$ cat src/rtl/ss_display_scheduler.sv
// Round-robin owner arbitration for the shared 4-digit seven-segment display; client 0 preempts.
// Optional alert blink on client 0 is compiled in when SS_SCHED_BLINK_EN is defined.
module ss_display_scheduler #(
    parameter int NREQ     = 3,
    parameter int TICK_DIV = 100000,
    parameter int DWELL_MS = 2000,
    parameter int BLINK_MS = 250
) (
    input  logic                 clock_100Mhz,
    input  logic                 reset,
    input  logic [NREQ-1:0]      req,
    input  logic [16*NREQ-1:0]   req_num,
    output logic [NREQ-1:0]      ack,
    output logic [15:0]          displayed_number,
    output logic                 disp_valid,
    output logic [2:0]           active_src,
    output logic                 blank
);

    localparam int TW = (TICK_DIV > 1) ? $clog2(TICK_DIV) : 1;
    localparam int DW = $clog2(DWELL_MS + 1);

    if (NREQ < 2 || NREQ > 8 || BLINK_MS < 1) begin : g_param_err
        $error("ss_display_scheduler: NREQ must be 2..8 and BLINK_MS >= 1");
    end

    typedef enum logic [1:0] {IDLE, SWITCH, SHOW} state_t;

    state_t          state_q, state_d;
    logic [TW-1:0]   tick_q;
    logic            ms_tick;
    logic [DW-1:0]   dwell_q, dwell_d;
    logic [2:0]      rr_ptr_q, rr_ptr_d;
    logic [2:0]      src_q, src_d;
    logic [15:0]     num_q, num_d;

    logic [15:0]     num_arr [8];
    logic [7:0]      req8;
    logic [NREQ-1:0] req_rot;
    logic [3:0]      rot_sum;
    logic [2:0]      grant;
    logic            others_req;

    // Unused slots read as 0 so a 3-bit index never leaves the array.
    for (genvar i = 0; i < 8; i++) begin : g_num
        if (i < NREQ) begin : g_used
            assign num_arr[i] = req_num[16*i +: 16];
        end else begin : g_unused
            assign num_arr[i] = 16'd0;
        end
    end

    function automatic logic [15:0] clamp(input logic [15:0] v);
        return (v > 16'd9999) ? 16'd9999 : v;
    endfunction

    assign req8       = 8'(req);
    assign req_rot    = NREQ'({req, req} >> rr_ptr_q);
    assign others_req = |(req8 & ~(8'd1 << src_q));
    assign ms_tick    = (tick_q == TW'(TICK_DIV - 1));

    always_comb begin
        rot_sum = 4'd0;
        for (int i = NREQ - 1; i >= 0; i--) begin
            if (req_rot[i]) rot_sum = {1'b0, rr_ptr_q} + 4'(i);
        end
        if (rot_sum >= 4'(NREQ)) rot_sum = rot_sum - 4'(NREQ);
        grant = req[0] ? 3'd0 : rot_sum[2:0];
    end

    // NOTE: every output of this block gets a default first, so no path can infer a latch.
    always_comb begin
        state_d  = state_q;
        dwell_d  = dwell_q;
        rr_ptr_d = rr_ptr_q;
        src_d    = src_q;
        num_d    = num_q;
        ack      = '0;
        unique case (state_q)
            IDLE: begin
                src_d = 3'd0;
                num_d = 16'd0;
                if (|req) state_d = SWITCH;
            end
            SWITCH: begin
                if (|req) begin
                    ack      = NREQ'(1) << grant;
                    src_d    = grant;
                    rr_ptr_d = (grant == 3'(NREQ - 1)) ? 3'd0 : grant + 3'd1;
                    dwell_d  = DW'(DWELL_MS);
                    num_d    = clamp(num_arr[grant]);
                    state_d  = SHOW;
                end else begin
                    src_d   = 3'd0;
                    num_d   = 16'd0;
                    state_d = IDLE;
                end
            end
            SHOW: begin
                num_d = clamp(num_arr[src_q]);
                if (ms_tick && dwell_q != '0) dwell_d = dwell_q - DW'(1);
                if (!req8[src_q]) begin
                    if (|req) begin
                        state_d = SWITCH;
                    end else begin
                        state_d = IDLE;
                        src_d   = 3'd0;
                        num_d   = 16'd0;
                    end
                end else if (req[0] && src_q != 3'd0) begin
                    state_d = SWITCH;
                end else if (dwell_q == '0) begin
                    if (others_req) state_d = SWITCH;
                    else            dwell_d = DW'(DWELL_MS);
                end
            end
            default: state_d = IDLE;
        endcase
    end

    // NOTE: state registers use non-blocking assignments so every flop samples pre-edge values.
    always_ff @(posedge clock_100Mhz or posedge reset) begin
        if (reset) begin
            state_q  <= IDLE;
            tick_q   <= '0;
            dwell_q  <= '0;
            rr_ptr_q <= 3'd0;
            src_q    <= 3'd0;
            num_q    <= 16'd0;
        end else begin
            state_q  <= state_d;
            tick_q   <= ms_tick ? '0 : tick_q + TW'(1);
            dwell_q  <= dwell_d;
            rr_ptr_q <= rr_ptr_d;
            src_q    <= src_d;
            num_q    <= num_d;
        end
    end

    assign displayed_number = num_q;
    assign active_src       = src_q;
    assign disp_valid       = (state_q == SHOW);

`ifdef SS_SCHED_BLINK_EN
    localparam int BW = $clog2(BLINK_MS + 1);

    logic [BW-1:0] blink_cnt_q, blink_cnt_d;
    logic          blink_q, blink_d;

    // Phase restarts on every grant so an alert always opens with digits lit.
    always_comb begin
        blink_cnt_d = blink_cnt_q;
        blink_d     = blink_q;
        if (state_q == SWITCH) begin
            blink_cnt_d = '0;
            blink_d     = 1'b0;
        end else if (state_q == SHOW && ms_tick) begin
            if (blink_cnt_q == BW'(BLINK_MS - 1)) begin
                blink_cnt_d = '0;
                blink_d     = ~blink_q;
            end else begin
                blink_cnt_d = blink_cnt_q + BW'(1);
            end
        end
    end

    always_ff @(posedge clock_100Mhz or posedge reset) begin
        if (reset) begin
            blink_cnt_q <= '0;
            blink_q     <= 1'b0;
        end else begin
            blink_cnt_q <= blink_cnt_d;
            blink_q     <= blink_d;
        end
    end

    assign blank = (state_q != SHOW) || (src_q == 3'd0 && blink_q);
`else
    assign blank = (state_q != SHOW);
`endif

endmodule

$ cat config.mk
export PLATFORM = sky130hd
export DESIGN_NAME = ss_display_scheduler
export DESIGN_NICKNAME = d
export VERILOG_FILES = /design/src/rtl/ss_display_scheduler.sv
export SDC_FILE = /design/constraint.sdc
export NUM_CORES = 1
export LEC_CHECK = 0
export CAP_MARGIN = 20
export CORE_MARGIN = 3
export CORE_UTILIZATION = 32
export CTS_CLUSTER_DIAMETER = 200
export DETAILED_ROUTE_END_ITERATION = 6
export PLACE_DENSITY = 0.51
export SYNTH_ARGS = -nofsm -noshare
export SYNTH_HDL_FRONTEND = slang
export SYNTH_SLANG_ARGS = --single-unit
$ cat constraint.sdc
create_clock -name clock_100Mhz -period 4.8 [get_ports clock_100Mhz]
set_input_delay 0.96 -clock clock_100Mhz [delete_from_list [all_inputs] [get_ports clock_100Mhz]]
set_output_delay 0.96 -clock clock_100Mhz [all_outputs]
set_load 0.05 [all_outputs]
Word-level counts from Yosys, hierarchy flattened

Index checks and enable logic that the tools add are counted.

Flip-flop bits (word level): 52
Input port bits: 53
Output and inout bits: 24

$add $sub $neg: 6
$lt $le $gt $ge: 6
Equal/unequal tests: 11
Shift-type cells: 3
Muxes and demuxes: 42
Bitwise gates (word level): 4
Reduce and logical (&&, ||, !) cells: 14

Operators with widths:

| operator                | number |
|---|---|
| $mux W16                | 9 |
| $bmux W16 S3            | 2 |
| $mux W11                | 6 |
| $pmux W16 S3            | 1 |
| $gt A16 B14 Y1 const B  | 2 |
| $mux W3                 | 8 |
| $pmux W11 S2            | 1 |
| $add A17 B1 Y17 const B | 1 |
| $eq A17 B17 Y1 const B  | 1 |
| $mux W17                | 1 |
| $mux W2                 | 6 |
| $mux W4                 | 3 |
| $logic_not A11 Y1       | 1 |
| $reduce_bool A11 Y1     | 1 |
| $sub A11 B1 Y11 const B | 1 |
| $ne A2 B2 Y1 const B    | 5 |
| $pmux W3 S3             | 1 |
| $and A3 B8 Y8           | 1 |
| $ge A4 B4 Y1 const B    | 2 |
| $not A3 Y4              | 2 |
| $not A8 Y8              | 1 |
| $reduce_or A8 Y1        | 1 |
| $shl A1 B3 Y8 const A   | 1 |
| $pmux W2 S3             | 1 |
| other kinds (22)        | 27 |

Logic depth before layout (Yosys ltp)

Depth after elaboration: 15
Gate-level depth with buffers: 17
Depth with buffers taken out: 15

Worst setup path after synthesis

Ideal clock, no wire load.

Path type: input-to-output
Start point: in req[2]
End point: out ack[1]
Arrival time: 4.249 ns
Required time: 3.840 ns
Path slack: -0.409 ns
Cell stages on the path: 12
Path buffers: 3
Cells stage by stage: buf_6 mux2_2 a32o_1 a221o_1 nand2_1 inv_1 ha_1 a2111oi_0 mux2_4 buf_6 clkbuf_1 nor2b_1

Longest elaborated chain between the ends: 10
Elaborated cells between the ends (all ways): 12
Those cells by class: 1 x add/sub; 1 x order compare; 2 x shift; 7 x mux; 1 x reduce/logical

Ends and longest elaborated chain:

| item                                                 | RTL line | RTL |
|---|---|---|
| start: declaration                                   | 11       | `input logic [NREQ-1:0] req,` |
| $shr A6 B3 Y3                                        | 58       | `assign req_rot = NREQ'({req, req} >> rr_ptr_q);` |
| $mux W4 (3 in a row)                                 | 65       | `if (req_rot[i]) rot_sum = {1'b0, rr_ptr_q} + 4'(i);` |
| $ge A4 B2 Y1 / $sub A3 B2 Y3 (equally long branches) | 67       | `if (rot_sum >= 4'(NREQ)) rot_sum = rot_sum - 4'(NREQ);` |
| $mux W3                                              | 67       |  |
| $mux W3                                              | 68       | `grant = req[0] ? 3'd0 : rot_sum[2:0];` |
| $shl A1 B3 Y3                                        | 87       | `ack = NREQ'(1) << grant;` |
| $mux W3 (*)                                          | 86       | `if (\|req) begin` |
| $mux W3 (*)                                          | 79       | `unique case (state_q)` |
| end: declaration                                     | 13       | `output logic [NREQ-1:0] ack,` |

Every way passes the cells marked *; elsewhere a longest branch is shown, timed or not.

Final worst setup path

Start point: in req[0]
End point: out ack[2]

The elaborated chain is that of the path after synthesis.

==> run metrics <==
P&R area growth vs syn=33.4%; Initial DRC Count=406; I/O pin cnt=77; worst skew pair latency=0.29 ns; CP most frequent cell=buf_4; commonest non-fill, non-tap cell in the layout=clkdlybuf4s50_1; Detail Placement HPWL=10100 µm; Crit path arrival time=3.70 ns; CTS Buf Count=5; grt total ovfl=0; Overall Power=3.48 mW; die height=119 µm; GR Util met1=26.7%; Main synth FF type=dfrtp_1; Distinct cells, synth=69; CTS tree=built; EDFF count, synth=0; RSZ-0062 raised after global routing=no; pre-CTS setup slack=-0.0976 ns; first-pass GRT wire length=21300 µm; synthesized cell area=0.00408 mm²; TNS Setup=0 ns; fmax=0.215 GHz; quantity of I/O buffers inserted on ports=76; PwrDens=639 mW/mm²; Seq pwr share=18.3%; area of the multi-input gates=0.00261 mm²; CTS clock-pin slew for the worst setup and hold paths=0.07 ns; max cap viols=0; Slew Viols, Final=0; Max Clock Skew=0.00503 ns; core area=0.0123 mm²; Crit-path slowest cell=clkdlybuf4s50_1; failing checks=DRC; via count=4054; cell count after synthesis=487; DP Cell Count=734; H-Tree Depth=2; gpl congestion=0.913; GRT met2 Usage=28.8%; nets@finish=639; post-route minimum period=4.66 ns; DP Area=0.00522 mm²; Yosys reg bits=52; switching share of power=49.0%; Worst slew margin=45.1%; Hold Path Class=reg2reg; WP data required=3.84 ns; mean routed wirelength per cell=17.6 µm; syn nets=550; vias in the first global route=4013; combinational share of power=71.5%; initial core utilization=33.3%; grt peak-use layer=met2; initial antenna violation count=0; Antenna Nets Post-Route=0; drt drc=1; # rows=40; Die Width=119 µm; critical path type=in2out; worst hold slack=0.480 ns; warning count from the yosys run=0; vias per std cell=5.44; Seq/Total Area, Yosys=31.9%; Hold Vio Cnt, Final=0; GR Util met3=2.71%; GRT Total Usage=18.4%; # diodes=0; final instance area=0.00544 mm²; syn avg cell area=8.38 µm²; largest net degree at the start of global routing=39; Die ar.=0.0141 mm²; P_sw=1.70 mW; CP max FO=8; VDD IR max=0.284 mV; final worst slack=0.141 ns; post-detailed-routing wire length=13100 µm; clk buf depth=2; ys async rst share=100%; utilization after layout=44.4%; internal power=1.77 mW; Sink Count=52; fraction of final layout cells sized beyond drive strength 1=13.0%; status=finished with violations; Worst Tran Pin Value=0.823 ns; clock group share of total power=10.2%; CP startpoint kind=primary input; Critical Path Max Stage Delay=0.55 ns; crit end category=output pin; Fillers=1225; crit path cell chain=clkdlybuf4s50_1 > buf_4 > or3b_1 > o2111a_1 > a311oi_2 > o21ai_0 > mux2i_1 > o21ai_2 > buf_4 > nor2b_4 > buf_12; register area=0.00130 mm²; fin crit share=97.1%; most frequent cells in the layout=clkdlybuf4s50_1, dfrtp_1, a21oi_1; leakage power=2.13 nW; Final Setup Violations=0; drt pass-1 iters=7; root buf cell=clkbuf_16; Final Non-Filler Cells=745
path summary, 6_finish.rpt:
check                       startpoint                   end  slack, ns  depth (start not counted)
setup / recovery                req[0]                ack[2]       0.14                         11
hold / removal               tick_q[4]             tick_q[4]       0.48                          1
setup reg to reg           rr_ptr_q[1]   displayed_number[7]       0.59                         15
hold reg to reg              tick_q[4]             tick_q[4]       0.48                          1
max in group asynchronous        reset  displayed_number[15]       3.35                          3
min in group asynchronous        reset             tick_q[0]       0.94                          2
logic make-up after synthesis:
logic type | share of synthesized area (%)
AO/OA/AOI/OAI | 25.8
XOR/XNOR | 4.72
adder cells (fa/ha/maj) | 3.07
buffers and inverters | 5.58
flip-flops | 31.9
multiplexers | 7.11
AND/OR/NAND/NOR | 21.8
synthesized netlist by cell type, drive strengths merged (3+ instances only):
library cell	count	area, µm²
o21ai	21	105
dfrtp	52	1300
nand3b	3	22.5
a211oi	4	30.0
a211o	3	26.3
xor2	8	70.1
or4	4	30.0
or3b	4	35.0
xnor2	14	123
nand4b	3	26.3
nand2b	6	37.5
a221oi	4	41.3
nor2b	8	50.1
nand3	14	70.1
nand4	7	43.8
clkbuf	17	63.8
nor4	6	37.5
ha	10	125
or2	7	46.3
a21oi	51	255
or3	3	18.8
inv	22	82.6
a222oi	12	120
o41ai	4	35.0
nand2	45	169
a221o	3	30.0
nor3	7	40.0
a21o	3	22.5
o221ai	8	70.1
o31ai	5	37.5
and2	5	31.3
and3	3	18.8
mux2i	23	230
nor2	45	169
mux2	5	60.1
a2111oi	3	26.3
buf	13	81.3
routing by layer:
layer  wire length, µm  up-vias
li1                  -     1992
met1              6150     1902
met2              5990      142
met3               741       18
met4               216        0
met5                 0        -
cell type report:
class	count	area share, %
Clock buffer	6	2.37
Clock inverter	2	0.299
Inverter	22	1.52
Multi-Input combinational cell	383	48.0
Sequential cell	52	23.9
Tap cell	168	3.86
Timing Repair Buffer	112	20.0
power by group through the flow:
stage	Sequential (mW)	Clock, mW	Combinational, mW
6_report	0.636	0.356	2.49
5_1_grt	0.654	0.385	2.70
4_1_cts	0.635	0.369	2.37
3_5_place_dp	0.641	0	2.36
3_3_place_gp	0.642	0	2.36
2_1_floorplan	0.691	0	1.51
worst max-delay path: cells and delay by family:
kind / cells / cell delay [ns]
buf+inv: 4 / 1.10
compound gates: 4 / 0.81
simple gates: 2 / 0.52
mux: 1 / 0.29
registers in the layout (all words and copies together), names as in the netlist:
register / flops
dwell_q: 11
active_src: 3
state_q: 2
rr_ptr_q: 3
displayed_number: 16
tick_q: 17
timing repair:
action | CTS | global route
gates cloned | 0 | 0
pin swaps | 0 | 3
gates resized for setup | 1 | 10
setup buffers | 0 | 3
endpoints found under the setup margin | 1 | 7
hold buffers | 0 | 0
(Power assumes the default switching activity.)
